**config.mk**
```make
export PLATFORM = sky130hd
export DESIGN_NAME = fetch_unit
export DESIGN_NICKNAME = d
export VERILOG_FILES = /design/src/rtl/fetch_unit_pkg.sv /design/src/rtl/fetch_buffer.sv /design/src/rtl/fetch_unit.sv
export SDC_FILE = /design/constraint.sdc
export NUM_CORES = 1
export LEC_CHECK = 0
export CORE_ASPECT_RATIO = 2
export CORE_MARGIN = 4
export CORE_UTILIZATION = 37
export CTS_BUF_LIST = sky130_fd_sc_hd__clkbuf_4 sky130_fd_sc_hd__clkbuf_8
export DETAILED_ROUTE_END_ITERATION = 7
export GPL_TIMING_DRIVEN = 0
export MAX_ROUTING_LAYER = met4
export PLACE_DENSITY = 0.59
export RECOVER_POWER = 100
export SLEW_MARGIN = 20
export SYNTH_ARGS = -nofsm -noshare
export SYNTH_HDL_FRONTEND = slang
export SYNTH_SLANG_ARGS = --single-unit
```
**constraint.sdc**
```tcl
create_clock -name clk -period 15.7 [get_ports clk]
set_input_delay 2.355 -clock clk [delete_from_list [all_inputs] [get_ports clk]]
set_output_delay 2.355 -clock clk [all_outputs]
set_load 0.03 [all_outputs]
```
**src/rtl/fetch_unit_pkg.sv**
```systemverilog
// Shared types and constants for the instruction fetch stage.
package fetch_unit_pkg;

  // Fetch sequencing states.
  typedef enum logic [1:0] {
    FETCH_BOOT  = 2'd0,
    FETCH_RUN   = 2'd1,
    FETCH_DRAIN = 2'd2
  } fetch_state_e;

  // addi x0, x0, 0 -- shown to decode whenever no real instruction is available.
  localparam logic [31:0] INST_NOP = 32'h0000_0013;

endpackage

```
**src/rtl/fetch_buffer.sv**
```systemverilog
// Small synchronous FIFO used both for {pc,inst} words headed to decode and
// for the PCs of requests still in flight to instruction memory.
// DEPTH must be a power of two, >= 2. Flush wins over push in the same cycle.
module fetch_buffer #(
  parameter int WIDTH = 64,
  parameter int DEPTH = 2
) (
  input  logic                     clk,
  input  logic                     rst_n,
  input  logic                     push,
  input  logic [WIDTH-1:0]         push_data,
  input  logic                     pop,
  input  logic                     flush,
  output logic [WIDTH-1:0]         head_data,
  output logic                     full,
  output logic                     empty,
  output logic [$clog2(DEPTH):0]   count
);

  localparam int AW = $clog2(DEPTH);
  localparam logic [AW:0] DEPTH_CNT = (AW+1)'(DEPTH);

  logic [AW:0]      wr_ptr_q, wr_ptr_d;
  logic [AW:0]      rd_ptr_q, rd_ptr_d;
  logic [WIDTH-1:0] mem_q [DEPTH];
  logic             do_push;
  logic             do_pop;

  // Pointers carry one extra wrap bit so full and empty are distinguishable.
  assign count     = wr_ptr_q - rd_ptr_q;
  assign empty     = (count == '0);
  assign full      = (count == DEPTH_CNT);
  assign do_pop    = pop && !empty;
  // A pop in the same cycle frees the slot, so a full FIFO can still accept.
  assign do_push   = push && (!full || do_pop);
  assign head_data = mem_q[rd_ptr_q[AW-1:0]];

  // Next pointer values; flush empties the FIFO regardless of push/pop.
  always_comb begin
    wr_ptr_d = wr_ptr_q;
    rd_ptr_d = rd_ptr_q;
    if (flush) begin
      wr_ptr_d = '0;
      rd_ptr_d = '0;
    end else begin
      if (do_push) wr_ptr_d = wr_ptr_q + (AW+1)'(1);
      if (do_pop)  rd_ptr_d = rd_ptr_q + (AW+1)'(1);
    end
  end

  // Pointer registers.
  always_ff @(posedge clk or negedge rst_n) begin
    if (!rst_n) begin
      wr_ptr_q <= '0;
      rd_ptr_q <= '0;
    end else begin
      wr_ptr_q <= wr_ptr_d;
      rd_ptr_q <= rd_ptr_d;
    end
  end

  // Storage; contents are only meaningful behind the pointers, so no reset.
  always_ff @(posedge clk) begin
    if (do_push && !flush) mem_q[wr_ptr_q[AW-1:0]] <= push_data;
  end

endmodule

```
**src/rtl/fetch_unit.sv**
```systemverilog
// Instruction fetch stage: owns the PC, issues word reads to instruction
// memory under a credit rule that guarantees every response a buffer slot,
// and hands {inst, inst_pc} to decode. Redirects flush everything and drop
// responses still owed for requests issued before the redirect.
//
//   state       | meaning
//   ------------+-------------------------------------------------------
//   FETCH_BOOT  | one idle cycle after reset, no requests
//   FETCH_RUN   | issuing requests as credits allow
//   FETCH_DRAIN | waiting out stale responses after a redirect, no requests
module fetch_unit
  import fetch_unit_pkg::*;
#(
  parameter int          XLEN      = 32,
  parameter logic [31:0] RESET_PC  = 32'h0000_0000,
  parameter int          BUF_DEPTH = 2,
  parameter int          MAX_OUTST = 2
) (
  input  logic            clk,
  input  logic            rst_n,
  output logic            imem_req_valid,
  input  logic            imem_req_ready,
  output logic [XLEN-1:0] imem_req_addr,
  input  logic            imem_rsp_valid,
  input  logic [XLEN-1:0] imem_rsp_data,
  output logic            inst_valid,
  input  logic            inst_ready,
  output logic [XLEN-1:0] inst,
  output logic [XLEN-1:0] inst_pc,
  input  logic            redirect,
  input  logic [XLEN-1:0] redirect_pc
);

  localparam int CW = $clog2(BUF_DEPTH) + 1;
  localparam int QW = $clog2(MAX_OUTST) + 1;

  fetch_state_e    state_q, state_d;
  logic [XLEN-1:0] fetch_pc_q, fetch_pc_d;
  logic [CW-1:0]   outst_q, outst_d;
  logic [CW-1:0]   drop_q, drop_d;

  logic            redirect_act;
  logic            credit_ok;
  logic            req_fire;
  logic            buf_push;
  logic            buf_pop;
  logic            buf_full;
  logic            buf_empty;
  logic [CW-1:0]   buf_count;
  logic [2*XLEN-1:0] buf_head;
  logic [XLEN-1:0] pcq_head;
  logic            pcq_full;
  logic            pcq_empty;
  logic [QW-1:0]   pcq_count;
  logic            unused_status;

  // Redirects are meaningless before the first fetch has been issued.
  assign redirect_act = redirect && (state_q != FETCH_BOOT);

  // Count buffered words and words still owed by memory together so a
  // response can never find the buffer full.
  assign credit_ok = (({1'b0, outst_q} + {1'b0, buf_count}) < (CW+1)'(BUF_DEPTH))
                     && (outst_q < CW'(MAX_OUTST));

  assign imem_req_valid = (state_q == FETCH_RUN) && credit_ok;
  assign imem_req_addr  = fetch_pc_q;
  assign req_fire       = imem_req_valid && imem_req_ready;

  // Responses owed to pre-redirect requests are discarded; a redirect in the
  // same cycle also discards via the buffer's flush priority.
  assign buf_push = imem_rsp_valid && (drop_q == '0);

  // The head is killed combinationally on redirect so a wrong-path word is
  // never consumed.
  assign inst_valid = !buf_empty && !redirect_act;
  assign buf_pop    = inst_valid && inst_ready;
  assign inst       = inst_valid ? buf_head[XLEN-1:0] : XLEN'(INST_NOP);
  assign inst_pc    = inst_valid ? buf_head[2*XLEN-1:XLEN] : fetch_pc_q;

  assign unused_status = ^{buf_full, pcq_full, pcq_empty, pcq_count, redirect_pc[1:0]};

  fetch_buffer #(
    .WIDTH (XLEN),
    .DEPTH (MAX_OUTST)
  ) u_pc_queue (
    .clk       (clk),
    .rst_n     (rst_n),
    .push      (req_fire),
    .push_data (fetch_pc_q),
    .pop       (imem_rsp_valid),
    .flush     (redirect_act),
    .head_data (pcq_head),
    .full      (pcq_full),
    .empty     (pcq_empty),
    .count     (pcq_count)
  );

  fetch_buffer #(
    .WIDTH (2*XLEN),
    .DEPTH (BUF_DEPTH)
  ) u_inst_buffer (
    .clk       (clk),
    .rst_n     (rst_n),
    .push      (buf_push),
    .push_data ({pcq_head, imem_rsp_data}),
    .pop       (buf_pop),
    .flush     (redirect_act),
    .head_data (buf_head),
    .full      (buf_full),
    .empty     (buf_empty),
    .count     (buf_count)
  );

  // Next state, PC, in-flight count and drop count.
  always_comb begin
    state_d    = state_q;
    fetch_pc_d = fetch_pc_q;
    outst_d    = outst_q;
    drop_d     = drop_q;

    if (req_fire) begin
      fetch_pc_d = fetch_pc_q + XLEN'(4);
      outst_d    = outst_d + CW'(1);
    end
    if (imem_rsp_valid) begin
      outst_d = outst_d - CW'(1);
      if (drop_q != '0) drop_d = drop_q - CW'(1);
    end

    case (state_q)
      FETCH_BOOT:  state_d = FETCH_RUN;
      FETCH_RUN:   state_d = FETCH_RUN;
      FETCH_DRAIN: if (drop_d == '0) state_d = FETCH_RUN;
      default:     state_d = FETCH_BOOT;
    endcase

    // Everything still owed after this cycle's updates belongs to the old path,
    // including a request accepted in the redirect cycle itself.
    if (redirect_act) begin
      fetch_pc_d = {redirect_pc[XLEN-1:2], 2'b00};
      drop_d     = outst_d;
      state_d    = (outst_d != '0) ? FETCH_DRAIN : FETCH_RUN;
    end
  end

  // State registers.
  always_ff @(posedge clk or negedge rst_n) begin
    if (!rst_n) begin
      state_q    <= FETCH_BOOT;
      fetch_pc_q <= XLEN'(RESET_PC);
      outst_q    <= '0;
      drop_q     <= '0;
    end else begin
      state_q    <= state_d;
      fetch_pc_q <= fetch_pc_d;
      outst_q    <= outst_d;
      drop_q     <= drop_d;
    end
  end

endmodule

```
Word-level counts from Yosys, hierarchy flattened
Memory sizes are Yosys's and may differ from the RTL's.
Index checks and enable logic that the tools add are counted.
{"block": "classes", "add_sub_neg": 11, "n_lt_le_gt_ge": 2, "eq_ne": 5, "n_mux": 25, "n_reduce_logical": 34}
{"cell": "32-bit 2-to-1 mux", "n": 4}
{"cell": "32-bit by 3-bit adder with 32-bit output (second input constant)", "n": 1}
{"cell": "2-bit 2-to-1 mux", "n": 16}
{"cell": "2-bit nonzero test", "n": 8}
{"cell": "1-bit logical AND", "n": 13}
{"cell": "2-bit by 1-bit adder with 2-bit output (second input constant)", "n": 5}
{"cell": "2-bit zero test", "n": 5}
{"cell": "2-bit == test (second input constant)", "n": 3}
{"cell": "1-bit zero test", "n": 5}
{"cell": "1-bit 2-to-1 mux", "n": 4}
{"cell": "2-bit case mux with 2 select lines", "n": 1}
{"cell": "2-bit by 1-bit subtractor with 2-bit output (second input constant)", "n": 2}
{"cell": "2-bit subtractor", "n": 2}
{"cell": "2-bit by 2-bit adder with 3-bit output", "n": 1}
{"cell": "3-bit by 2-bit less-than comparator with 1-bit output (second input constant)", "n": 1}
{"cell": "3-bit by 2-bit inequality test with 1-bit output (second input constant)", "n": 1}
{"cell": "2-bit by 1-bit == test with 1-bit output (second input constant)", "n": 1}
{"cell": "1-bit logical OR", "n": 2}
{"cell": "2-bit less-than comparator (second input constant)", "n": 1}
{"cell": "2-bit OR reduction", "n": 1}
{"block": "word_totals", "regBits": 46, "mem_bits_rw": 192, "in_bits": 70, "output_inout_bits": 98, "mem_count": 2}
{"name": "u_inst_buffer.mem_q", "depth": 2, "word_bits": 64, "rd": 1, "rd_ports_with_merged_regs": 0, "write_ports": 1, "line_no": "fetch_buffer.sv:25", "source": "logic [WIDTH-1:0] mem_q [DEPTH];"}
{"name": "u_pc_queue.mem_q", "depth": 2, "word_bits": 32, "rd": 1, "rd_ports_with_merged_regs": 0, "write_ports": 1, "line_no": "fetch_buffer.sv:25"}

Logic depth before layout (Yosys ltp)
Gate-level depths: netlist of the first run.
{"block": "logic_depth", "ltp_word": 12, "ltp_mapped": 10}

Cells and area by module
From an unflattened synthesis of the first run, not the netlist that was laid out.
{"block": "hier_totals", "hier_cells": 699, "area_unflattened_um2": 10343.7}
{"module": "fetch_buffer at u_inst_buffer", "instances": 1, "cells_per_inst": 235, "area_each_um2": 4902.2}
{"module": "fetch_unit", "instances": 1, "cells_per_inst": 329, "area_each_um2": 2844.0}
{"module": "fetch_buffer at u_pc_queue", "instances": 1, "cells_per_inst": 135, "area_each_um2": 2597.5}

Least setup slack after synthesis of the first run
OpenSTA, ideal clock, no wires.
{"block": "synth_path", "path_type": "in2reg", "startpoint": "input port imem_rsp_valid", "endpoint": "memory u_inst_buffer.mem_q[0][0], enable pin", "arrival_ps": 7211, "slack_ps": 7930, "cell_stages": 5, "path_buffers": 1, "path_cell_list": "clkbuf_1 nand2b_1 nor2_1 o21ai_0 nor3_1"}
{"block": "synth_via", "elab_chain_cells": 5}
{"item": "start, declared", "line_no": "fetch_unit.sv:24", "source": "input logic imem_rsp_valid,"}
{"item": "1-bit logical AND", "line_no": "fetch_unit.sv:71", "source": "assign buf_push = imem_rsp_valid && (drop_q == '0);"}
{"item": "1-bit logical AND", "line_no": "fetch_buffer.sv:35", "source": "assign do_push = push && (!full || do_pop);"}
{"item": "1-bit logical AND", "line_no": "fetch_buffer.sv:64", "source": "if (do_push && !flush) mem_q[wr_ptr_q[AW-1:0]] <= push_data;"}
{"item": "1-bit 2-to-1 mux", "line_no": "fetch_buffer.sv:64"}
{"item": "1-bit 2-to-1 mux (not written as such)", "line_no": "fetch_buffer.sv:64"}
{"item": "end, declared", "line_no": "fetch_buffer.sv:25"}
No other way between the ends.

Worst setup path in the final report of the first run
{"block": "layout_path", "startpoint": "input port redirect", "endpoint": "output port inst_pc[16]"}
{"block": "layout_via", "elab_chain_cells": 4}
{"item": "start, declared", "line_no": "fetch_unit.sv:30", "source": "input logic redirect,"}
{"item": "1-bit logical AND", "line_no": "fetch_unit.sv:58", "source": "assign redirect_act = redirect && (state_q != FETCH_BOOT);"}
{"item": "1-bit zero test", "line_no": "fetch_unit.sv:75", "source": "assign inst_valid = !buf_empty && !redirect_act;"}
{"item": "1-bit logical AND", "line_no": "fetch_unit.sv:75"}
{"item": "32-bit 2-to-1 mux", "line_no": "fetch_unit.sv:78", "source": "assign inst_pc = inst_valid ? buf_head[2*XLEN-1:XLEN] : fetch_pc_q;"}
{"item": "end, declared", "line_no": "fetch_unit.sv:29", "source": "output logic [XLEN-1:0] inst_pc,"}
No other way between the ends.

==> summary.md, run 1 <==
| Metric | Value |
|---|---|
| Clk buf depth | `3` |
| Synth top area share | `0.580` |
| Sw Pwr | `1.17 mW` |
| Vias/cell | `4.91` |
| ANT nets after route | `0` |
| Post-layout minimum cycle time | `7810 ps` |
| Core area | `25200 µm²` |
| Cell Area, Synth | `9520 µm²` |
| Later-pin clock latency in the skew report | `570 ps` |
| DP Area | `11800 µm²` |
| Global-route wire length before repair | `37300 µm` |
| Clk pwr share | `0.166` |
| GR Overflow Total | `0` |
| Finished Layout Cells | `1254` |
| Multi-input logic area | `2710 µm²` |
| Layout cell share with drive strength beyond 1 | `0.0785` |
| Vias in the first global route | `6532` |
| WS Path Type | `in2out` |
| Post-layout nets | `967` |
| # rows | `82` |
| Input/output buffers | `160` |
| Area Overhead vs Synth | `28.4%` |
| Yosys warning count | `0` |
| Worst Max-Slew Pin Slew | `2760 ps` |
| Most frequent cells in the layout | `184 x edfxtp_1, 125 x dlygate4sd3_1, 76 x nor2_1` |
| DRC errors left | `0` |
| Post-CTS resize count | `0` |
| Commonest non-fill, non-tap cell in the layout | `edfxtp_1` |
| R2R Setup Slk | `10420 ps` |
| DRT Wirelength | `24300 µm` |
| Min-Delay Path Class | `reg2reg` |
| Ports | `168` |
| Syn avg cell area | `14.1 µm²` |
| Startpoint Class | `input pin` |
| Starting Density | `0.377` |
| Crit path max fanout | `10` |
| Via count | `6151` |
| Max-cap violations | `1` |
| Dpl cells | `1197` |
| CP max-delay cell | `dlygate4sd3_1` |
| RSZ-0062 raised after global routing | `no` |
| Status | `complete, but fails checks` |
| Tcrit/Tclk final | `0.497` |
| Initial antenna violation count | `1` |
| Synth Instances | `674` |
| CTS Root Cell | `clkbuf_8` |
| CTS tree | `done` |
| RR Endpoint | `u_pc_queue.mem_q[1][12]$_DFFE_PP_` |
| Hold Path Sink | `u_inst_buffer.mem_q[0][50]$_DFFE_PP_` |
| Final hold viol count | `0` |
| DR WL/cell | `19.3 µm` |
| Starting DRT DRC Count | `287` |
| Gp weighted congestion | `0.810` |
| Crit path DAT | `5450 ps` |
| Cells on worst reg2reg path | `11` |
| Largest stage delay on the critical path | `750 ps` |
| Largest area contributor in the netlist | `edfxtp_1` |
| Pins over their slew limit | `45` |
| Pwr/cell area | `217 nW/µm²` |
| CP cell instances | `dlygate4sd3_1 -> o21ai_0 -> nand2_1 -> inv_1 -> clkbuf_1 -> clkbuf_1 -> a21oi_1 -> dlygate4sd3_1` |
| Max-slew headroom | `-0.843` |
| Cts bufs inserted | `31` |
| Post-route cell area | `12200 µm²` |
| Setup Skew | `14.0 ps` |
| Die height | `235 µm` |
| Hold Path Depth | `1` |
| Sink Count | `228` |
| Reg clk slew, reported paths | `70 ps` |
| Final setup fails | `0` |
| Leakage Power | `4.30 nW` |
| Top FF cell, synth | `edfxtp_1` |
| Buffer count from post-CTS setup fixing | `0` |
| Count of cell types in the netlist | `50` |
| Logic pwr share | `0.490` |
| Die width | `121 µm` |
| Gr usage total | `0.175` |
| Failing checks | `capacitance limit, slew limit` |
| Die area | `28500 µm²` |
| Endpoint class of the critical path | `output pin` |
| Peak supply drop | `0.0000999 V` |
| Fmax | `0.128 GHz` |
| HPWL after detailed placement | `17800 µm` |
| Hold buffer count at cts | `0` |
| Sequential Area | `6630 µm²` |
| EDFF count, synth | `184` |
| Router iterations before antenna repair | `4` |
| Worst reg2reg startpoint | `u_inst_buffer.wr_ptr_q[0]$_DFFE_PN0P_` |
| Overall power | `2.65 mW` |
| Setup TNS | `0 ps` |
| Synth top area cells | `edfxtp_1 58%, dfrtp_1 12%, mux2i_1 6.6%` |
| Pin count of the biggest net entering global routing | `45` |
| Internal power | `1.49 mW` |
| Sw Share | `0.440` |
| H-tree levels | `1` |
| Fraction of registers with async set/reset | `0.193` |
| Sequential cell area fraction in the yosys report | `0.696` |
| Sequential cell fraction of total power | `0.344` |
| Hold_sp | `u_pc_queue.mem_q[1][18]$_DFFE_PP_` |
| #FFs+latches synth | `228` |
| Required time worst endpoint | `13350 ps` |
| Filler instances | `2378` |
-- power groups by stage --
stage	sequential (mW)	combinational, mW	clock, mW
3_3_place_gp	0.941	1.38	0
3_5_place_dp	0.928	1.41	0
4_1_cts	0.916	1.42	0.456
2_1_floorplan	0.966	0.761	0
5_1_grt	0.929	1.40	0.477
6_report	0.913	1.30	0.440
-- flip-flops by register name, summed over array words and instances (netlist names) --
name,flops
u_inst_buffer.mem_q,124
u_pc_queue.mem_q,60
imem_req_addr,30
drop_q,2
outst_q,2
state_q,2
u_inst_buffer.rd_ptr_q,2
u_inst_buffer.wr_ptr_q,2
u_pc_queue.rd_ptr_q,2
u_pc_queue.wr_ptr_q,2
-- routing by layer --
metal / vias up / global-route usage / share of wire
li1: 2917 / - / -
met1: 3022 / 0.177 / 0.35
met2: 169 / 0.332 / 0.58
met3: 43 / 0.0258 / 0.048
met4: 0 / 0.0612 / 0.027
met5: - / - / 0
-- layout make-up --
type,instances,area share
flip-flops and latches,228,0.542
multi-input cells,405,0.222
repair buffers,184,0.138
clock buffers,47,0.0462
well taps,336,0.0344
plain buffers,38,0.0129
clock inverters,9,0.00317
inverters,6,0.00184
diodes,1,0.000205
-- cells in the mapped netlist (2+ instances only) --
cell      number
inv_1          6
dfrtp_1       44
nand2_1       42
nor4_2         2
nand4_1       11
xnor2_1       17
xor2_1        21
a21oi_1       37
ha_1           2
nor2_1        75
and3_1         6
nand3_1       18
edfxtp_1     184
buf_4          4
o311ai_0       2
mux2_2        30
clkbuf_1      25
o21ai_1        6
buf_1          7
nand2b_1       6
nor3b_1        2
mux2i_1       63
and4b_1        2
and4_1         3
nor4_1         2
a311oi_1       2
nor3_1         9
o21ai_0       24
-- worst max-delay path, delay by kind of cell --
family	cells	cell delay (ps)
compound gates	2	440
buf+inv	5	2440
simple gates	1	210
-- how the worst max path moves through the flow --
stage | slack [ps] | start | end | cells past startpoint
detailed placement | 8040 | redirect | inst_pc[16] | 8
global route | 7670 | redirect | inst_pc[28] | 9
global placement | 3980 | redirect | u_inst_buffer.mem_q[1][45]$_DFFE_PP_ | 5
floorplan | 7930 | imem_rsp_valid | u_inst_buffer.mem_q[0][0]$_DFFE_PP_ | 5
CTS | 8030 | redirect | inst_pc[16] | 8
finish | 7890 | redirect | inst_pc[16] | 8
-- through the flow --
stage	worst slack (ps)	utilization	hold WS (ps)
6_report	7890	0.485	558
5_1_grt	7670	0.485	572
4_1_cts	8030	0.491	569
3_5_place_dp	8040	0.467	552
3_3_place_gp	3980	0.458	541
2_1_floorplan	7930	-	522
-- logic make-up after synthesis --
logic type	after synthesis	synth area share
and+or+nand+nor	186	0.0939
AOI/OAI and AO/OA	80	0.0464
DFF	228	0.696
buffers and inverters	44	0.0198
xor gates and xnor gates	39	0.0373
adders and majority gates	3	0.00473
other	1	0.000394
muxes	93	0.102
(Power assumes the default switching activity.)
==> inputs of run 2 (changes only) <==
Clock period 15.7 ns to 7.7 ns, I/O delays scaled along.
==> summary.md, run 2 (same netlist as run 1, synthesis figures left out) <==
| Metric | Value |
|---|---|
| Starting Density | `0.377` |
| RSZ-0062 raised after global routing | `no` |
| Area Overhead vs Synth | `28.3%` |
| DR WL/cell | `19.4 µm` |
| Max-slew headroom | `-0.828` |
| Commonest non-fill, non-tap cell in the layout | `edfxtp_1` |
| Core area | `25200 µm²` |
| CTS tree | `done` |
| Leakage Power | `4.29 nW` |
| Internal power | `3.02 mW` |
| Largest register FFs | `124` |
| R2R Setup Slk | `2330 ps` |
| Die area | `28500 µm²` |
| Die height | `235 µm` |
| H-tree levels | `1` |
| Later-pin clock latency in the skew report | `570 ps` |
| Min-Delay Path Class | `reg2reg` |
| Fmax | `0.185 GHz` |
| Sw Pwr | `2.37 mW` |
| Input/output buffers | `160` |
| Required time worst endpoint | `6550 ps` |
| HPWL after detailed placement | `17800 µm` |
| Wl on met1 | `8540 µm` |
| Reg clk slew, reported paths | `70 ps` |
| Hold_ws | `559 ps` |
| Layout cell share with drive strength beyond 1 | `0.0774` |
| Multi-input logic area | `2700 µm²` |
| Final setup fails | `0` |
| Pins over their slew limit | `45` |
| Router iterations before antenna repair | `4` |
| Buffer count from post-CTS setup fixing | `0` |
| Via count | `6162` |
| DRT Wirelength | `24300 µm` |
| DRC errors left | `0` |
| Peak supply drop | `0.000204 V` |
| Gr usage total | `0.175` |
| Startpoint Class | `input pin` |
| Ports | `168` |
| Post-CTS resize count | `0` |
| Pin count of the biggest net entering global routing | `45` |
| Crit path DAT | `4250 ps` |
| Hold buffer count at cts | `0` |
| Status | `complete, but fails checks` |
| Post-layout minimum cycle time | `5410 ps` |
| Clk pwr share | `0.167` |
| WS Path Type | `in2out` |
| Sequential cell fraction of total power | `0.345` |
| Die width | `121 µm` |
| Global-route wire length before repair | `37300 µm` |
| Met2 Wirelength | `13900 µm` |
| Filler instances | `2379` |
| Sink Count | `228` |
| Core Util, Final | `0.484` |
| Sequential Area | `6630 µm²` |
| GR Overflow Total | `0` |
| Highest metal used | `met4` |
| Failing checks | `capacitance limit, slew limit` |
| Clk buf depth | `3` |
| Vias in the first global route | `6532` |
| Dpl cells | `1197` |
| Logic pwr share | `0.488` |
| # rows | `82` |
| Gp weighted congestion | `0.810` |
| Tcrit/Tclk final | `0.702` |
| ANT nets after route | `0` |
| Max-cap violations | `1` |
| Post-layout nets | `967` |
| Vias/cell | `4.91` |
| Setup Skew | `10.5 ps` |
| Starting DRT DRC Count | `269` |
| Worst Max-Slew Pin Slew | `2740 ps` |
| Pwr/cell area | `441 nW/µm²` |
| Met3 wire length | `1130 µm` |
| Final hold viol count | `0` |
| Overall power | `5.39 mW` |
| Endpoint class of the critical path | `output pin` |
| Most frequent cells in the layout | `184 x edfxtp_1, 124 x dlygate4sd3_1, 76 x nor2_1` |
| Initial antenna violation count | `1` |
| Cts bufs inserted | `31` |
| CTS Root Cell | `clkbuf_8` |
| Sw Share | `0.439` |
| Crit path max fanout | `10` |
| Finished Layout Cells | `1254` |
-- run 2: cell count changes in the layout (fill, tap and decap cells not counted), sizes merged --
cell and change:
dlygate4sd3 -1, clkdlybuf4s50 +1
-- run 2: layout make-up --
class,count,area share
tap,336,0.0344
timing repair buffer,184,0.138
inverter,6,0.00184
antenna,1,0.000205
sequential,228,0.542
buffer,38,0.0129
clock inverter,9,0.00318
multi-input combinational,405,0.221
clock buffer,47,0.0463
-- run 2: path summary, 6_finish.rpt --
check | to | startpoint | cells past startpoint
setup / recovery | inst_pc[16] | redirect | 8
hold / removal | u_inst_buffer.mem_q[0][50]$_DFFE_PP_ | u_pc_queue.mem_q[0][18]$_DFFE_PP_ | 1
setup reg to reg | u_pc_queue.mem_q[1][11]$_DFFE_PP_ | u_inst_buffer.wr_ptr_q[0]$_DFFE_PN0P_ | 11
hold reg to reg | u_inst_buffer.mem_q[0][50]$_DFFE_PP_ | u_pc_queue.mem_q[0][18]$_DFFE_PP_ | 1
max in group asynchronous | imem_req_addr[4]$_DFFE_PN0P_ | rst_n | 1
min in group asynchronous | imem_req_addr[18]$_DFFE_PN0P_ | rst_n | 1
-- run 2: metal layers --
metal / vias to the layer above / GRT usage
li1: 2921 / -
met1: 3026 / 0.177
met2: 172 / 0.332
met3: 43 / 0.0258
met4: 0 / 0.0612
met5: - / -
-- run 2: per-stage QoR --
step                      TNS (ps)  worst slack (ps)  cell area, µm²
final                            0              2290           12200
after global routing             0              2050           12200
after CTS                        0              2430           12400
after detailed placement         0              2440           11800
after global placement     -335520             -2820           11600
after floorplan                  0              1130            9540
-- run 2: power by group through the flow --
stage          Sequential [mW]  Combinational (mW)  Clock [mW]
2_1_floorplan             1.97                1.55           0
3_3_place_gp              1.92                2.82           0
3_5_place_dp              1.89                2.88           0
4_1_cts                   1.87                2.89       0.929
5_1_grt                   1.89                2.83       0.973
6_report                  1.86                2.63       0.898
-- run 2: critical path: stages --
cell	delay, ps
dlygate4sd3_1	600
o21ai_0	200
nand2_1	220
inv_1	130
clkbuf_1	440
clkbuf_1	510
a21oi_1	240
dlygate4sd3_1	750
==> RTL change: new RTL, settings of run 2 <==
Encoding of `fetch_state_e`: now one-hot (3 bits for 3 states).
--- a/src/rtl/fetch_unit_pkg.sv
+++ b/src/rtl/fetch_unit_pkg.sv
@@ -3,8 +3,8 @@
 
   // Fetch sequencing states.
-  typedef enum logic [1:0] {
-    FETCH_BOOT  = 2'd0,
-    FETCH_RUN   = 2'd1,
-    FETCH_DRAIN = 2'd2
+  typedef enum logic [2:0] {
+    FETCH_BOOT  = 3'b001,
+    FETCH_RUN   = 3'b010,
+    FETCH_DRAIN = 3'b100
   } fetch_state_e;
 
Check against the original RTL: same outputs for any inputs over 4 cycles, from zero or initial values and one cycle with rst_n low; so few cycles prove little.
==> RTL change against run 2 <==
  * The run still ends with capacitance limit, slew limit left
  * Sequential cell count is 1 higher
  * Die area is 4.3% higher
  * Cell area is 4.0% higher
  * Maximum frequency is 0.21% lower
  * Cell count is 6.3% higher
  * Setup slack worse by 0.011 ns
  * Routed wire length is 12% higher
  * Synthesized area is 4.5% higher
  * Total power is 12% lower
  * Critical endpoint is now inst[29]
  * Largest cell class unchanged
==> RTL change: results <==
[flow_run]
maxCapViolations = 1

[worst_setup_path]
cp.arrival_ns = 4.26
r2r_setup_slack_ns = 2.92

[power]
power_density_nw_per_um2 = 371
power.leakage_nw = 4.40
worst_ir_drop_vdd_uv = 130
p_switching_mw = 1.95

[global_routing]
grt_pass1_vias = 7188
grt_pass1_wl_mm = 41.2
track_usage_pct = 18.9
grt_max_degree = 30
antenna_found_initial = 2

[finish]
drive_gt1_share_pct = 8.11
nFillCells = 2429
fin_nets = 1040

[placement]
dp_hpwl_mm = 20.5
placed_cell_area_um2 = 12200
globalplace.congestion = 0.867

[synth]
ys_types = 63
synthArstFlopShare_pct = 19.7
ys_top_cells_by_count = "edfxtp_1, nor2_1, mux2i_1, dfrtp_1, a21oi_1"
ys_seq_area_share_pct = 66.9

[sta]
whs_ns = 0.486
slew_viol_final = 30
final.setup_skew_ns = 0.0151

[run_status]
violations = "capacitance limit, slew limit"
outcome = "complete, but fails checks"

[drt]
via_count = 6936
firstDrtPassIters = 5
drtIter0Drc = 331
drt_wl_total_mm = 27.2
## RTL change: layout make-up
cell class | count | share of cell area (%)
buffer | 48 | 2.00
multi-input combinational | 445 | 23.4
sequential | 229 | 52.3
timing repair buffer | 195 | 13.6
inverter | 17 | 0.502
antenna | 2 | 0.0394
clock buffer | 46 | 4.24
clock inverter | 7 | 0.473
tap | 344 | 3.39
## RTL change: power groups by stage
| stage | Sequential (mW) | Combinational, mW | Clock, mW |
|---|---|---|---|
| floorplan | 1.80 | 1.24 | 0 |
| global placement | 1.79 | 2.20 | 0 |
| detailed placement | 1.75 | 2.24 | 0 |
| CTS | 1.73 | 2.25 | 0.943 |
| global route | 1.75 | 2.23 | 0.999 |
| finish | 1.73 | 2.08 | 0.911 |
## RTL change: kinds of logic after synthesis
logic type	share of synthesized area [%]
XOR/XNOR	1.19
AND/OR/NAND/NOR	10.9
other	0.0377
multiplexers	9.93
AO/OA/AOI/OAI	7.36
flip-flops	66.9
adder cells (fa/ha/maj)	0.453
buffers and inverters	3.29
## RTL change: through the flow
stage | setup WS [ns] | std cells
floorplan | -0.473 | 739
global placement | -5.87 | 1243
detailed placement | 2.34 | 1278
CTS | 2.33 | 1331
global route | 2.04 | 1333
finish | 2.28 | 1333
## RTL change: path summary, 6_finish.rpt
check,depth (start not counted),from,end
setup / recovery,8,redirect,inst[29]
min in group asynchronous,1,rst_n,imem_req_addr[2]
hold / removal,1,u_inst_buffer.rd_ptr_q[1],u_inst_buffer.rd_ptr_q[1]
hold reg to reg,1,u_inst_buffer.rd_ptr_q[1],u_inst_buffer.rd_ptr_q[1]
max in group asynchronous,2,rst_n,imem_req_addr[11]
setup reg to reg,9,state_q[0],u_inst_buffer.mem_q[0][54]
## RTL change: layer usage
layer / vias to the layer above / track usage, % / share of wire [%] / wire, um
li1: 3249 / - / - / -
met1: 3423 / 19.4 / 35 / 9540
met2: 218 / 35.5 / 58 / 15700
met3: 46 / 2.28 / 4.0 / 1090
met4: 0 / 7.58 / 3.2 / 869
met5: - / - / 0 / 0
## RTL change: worst max-delay path: cells and delay by family
kind          cells  cell delay [ns]
simple gates      3             0.46
buf+inv           5             2.64
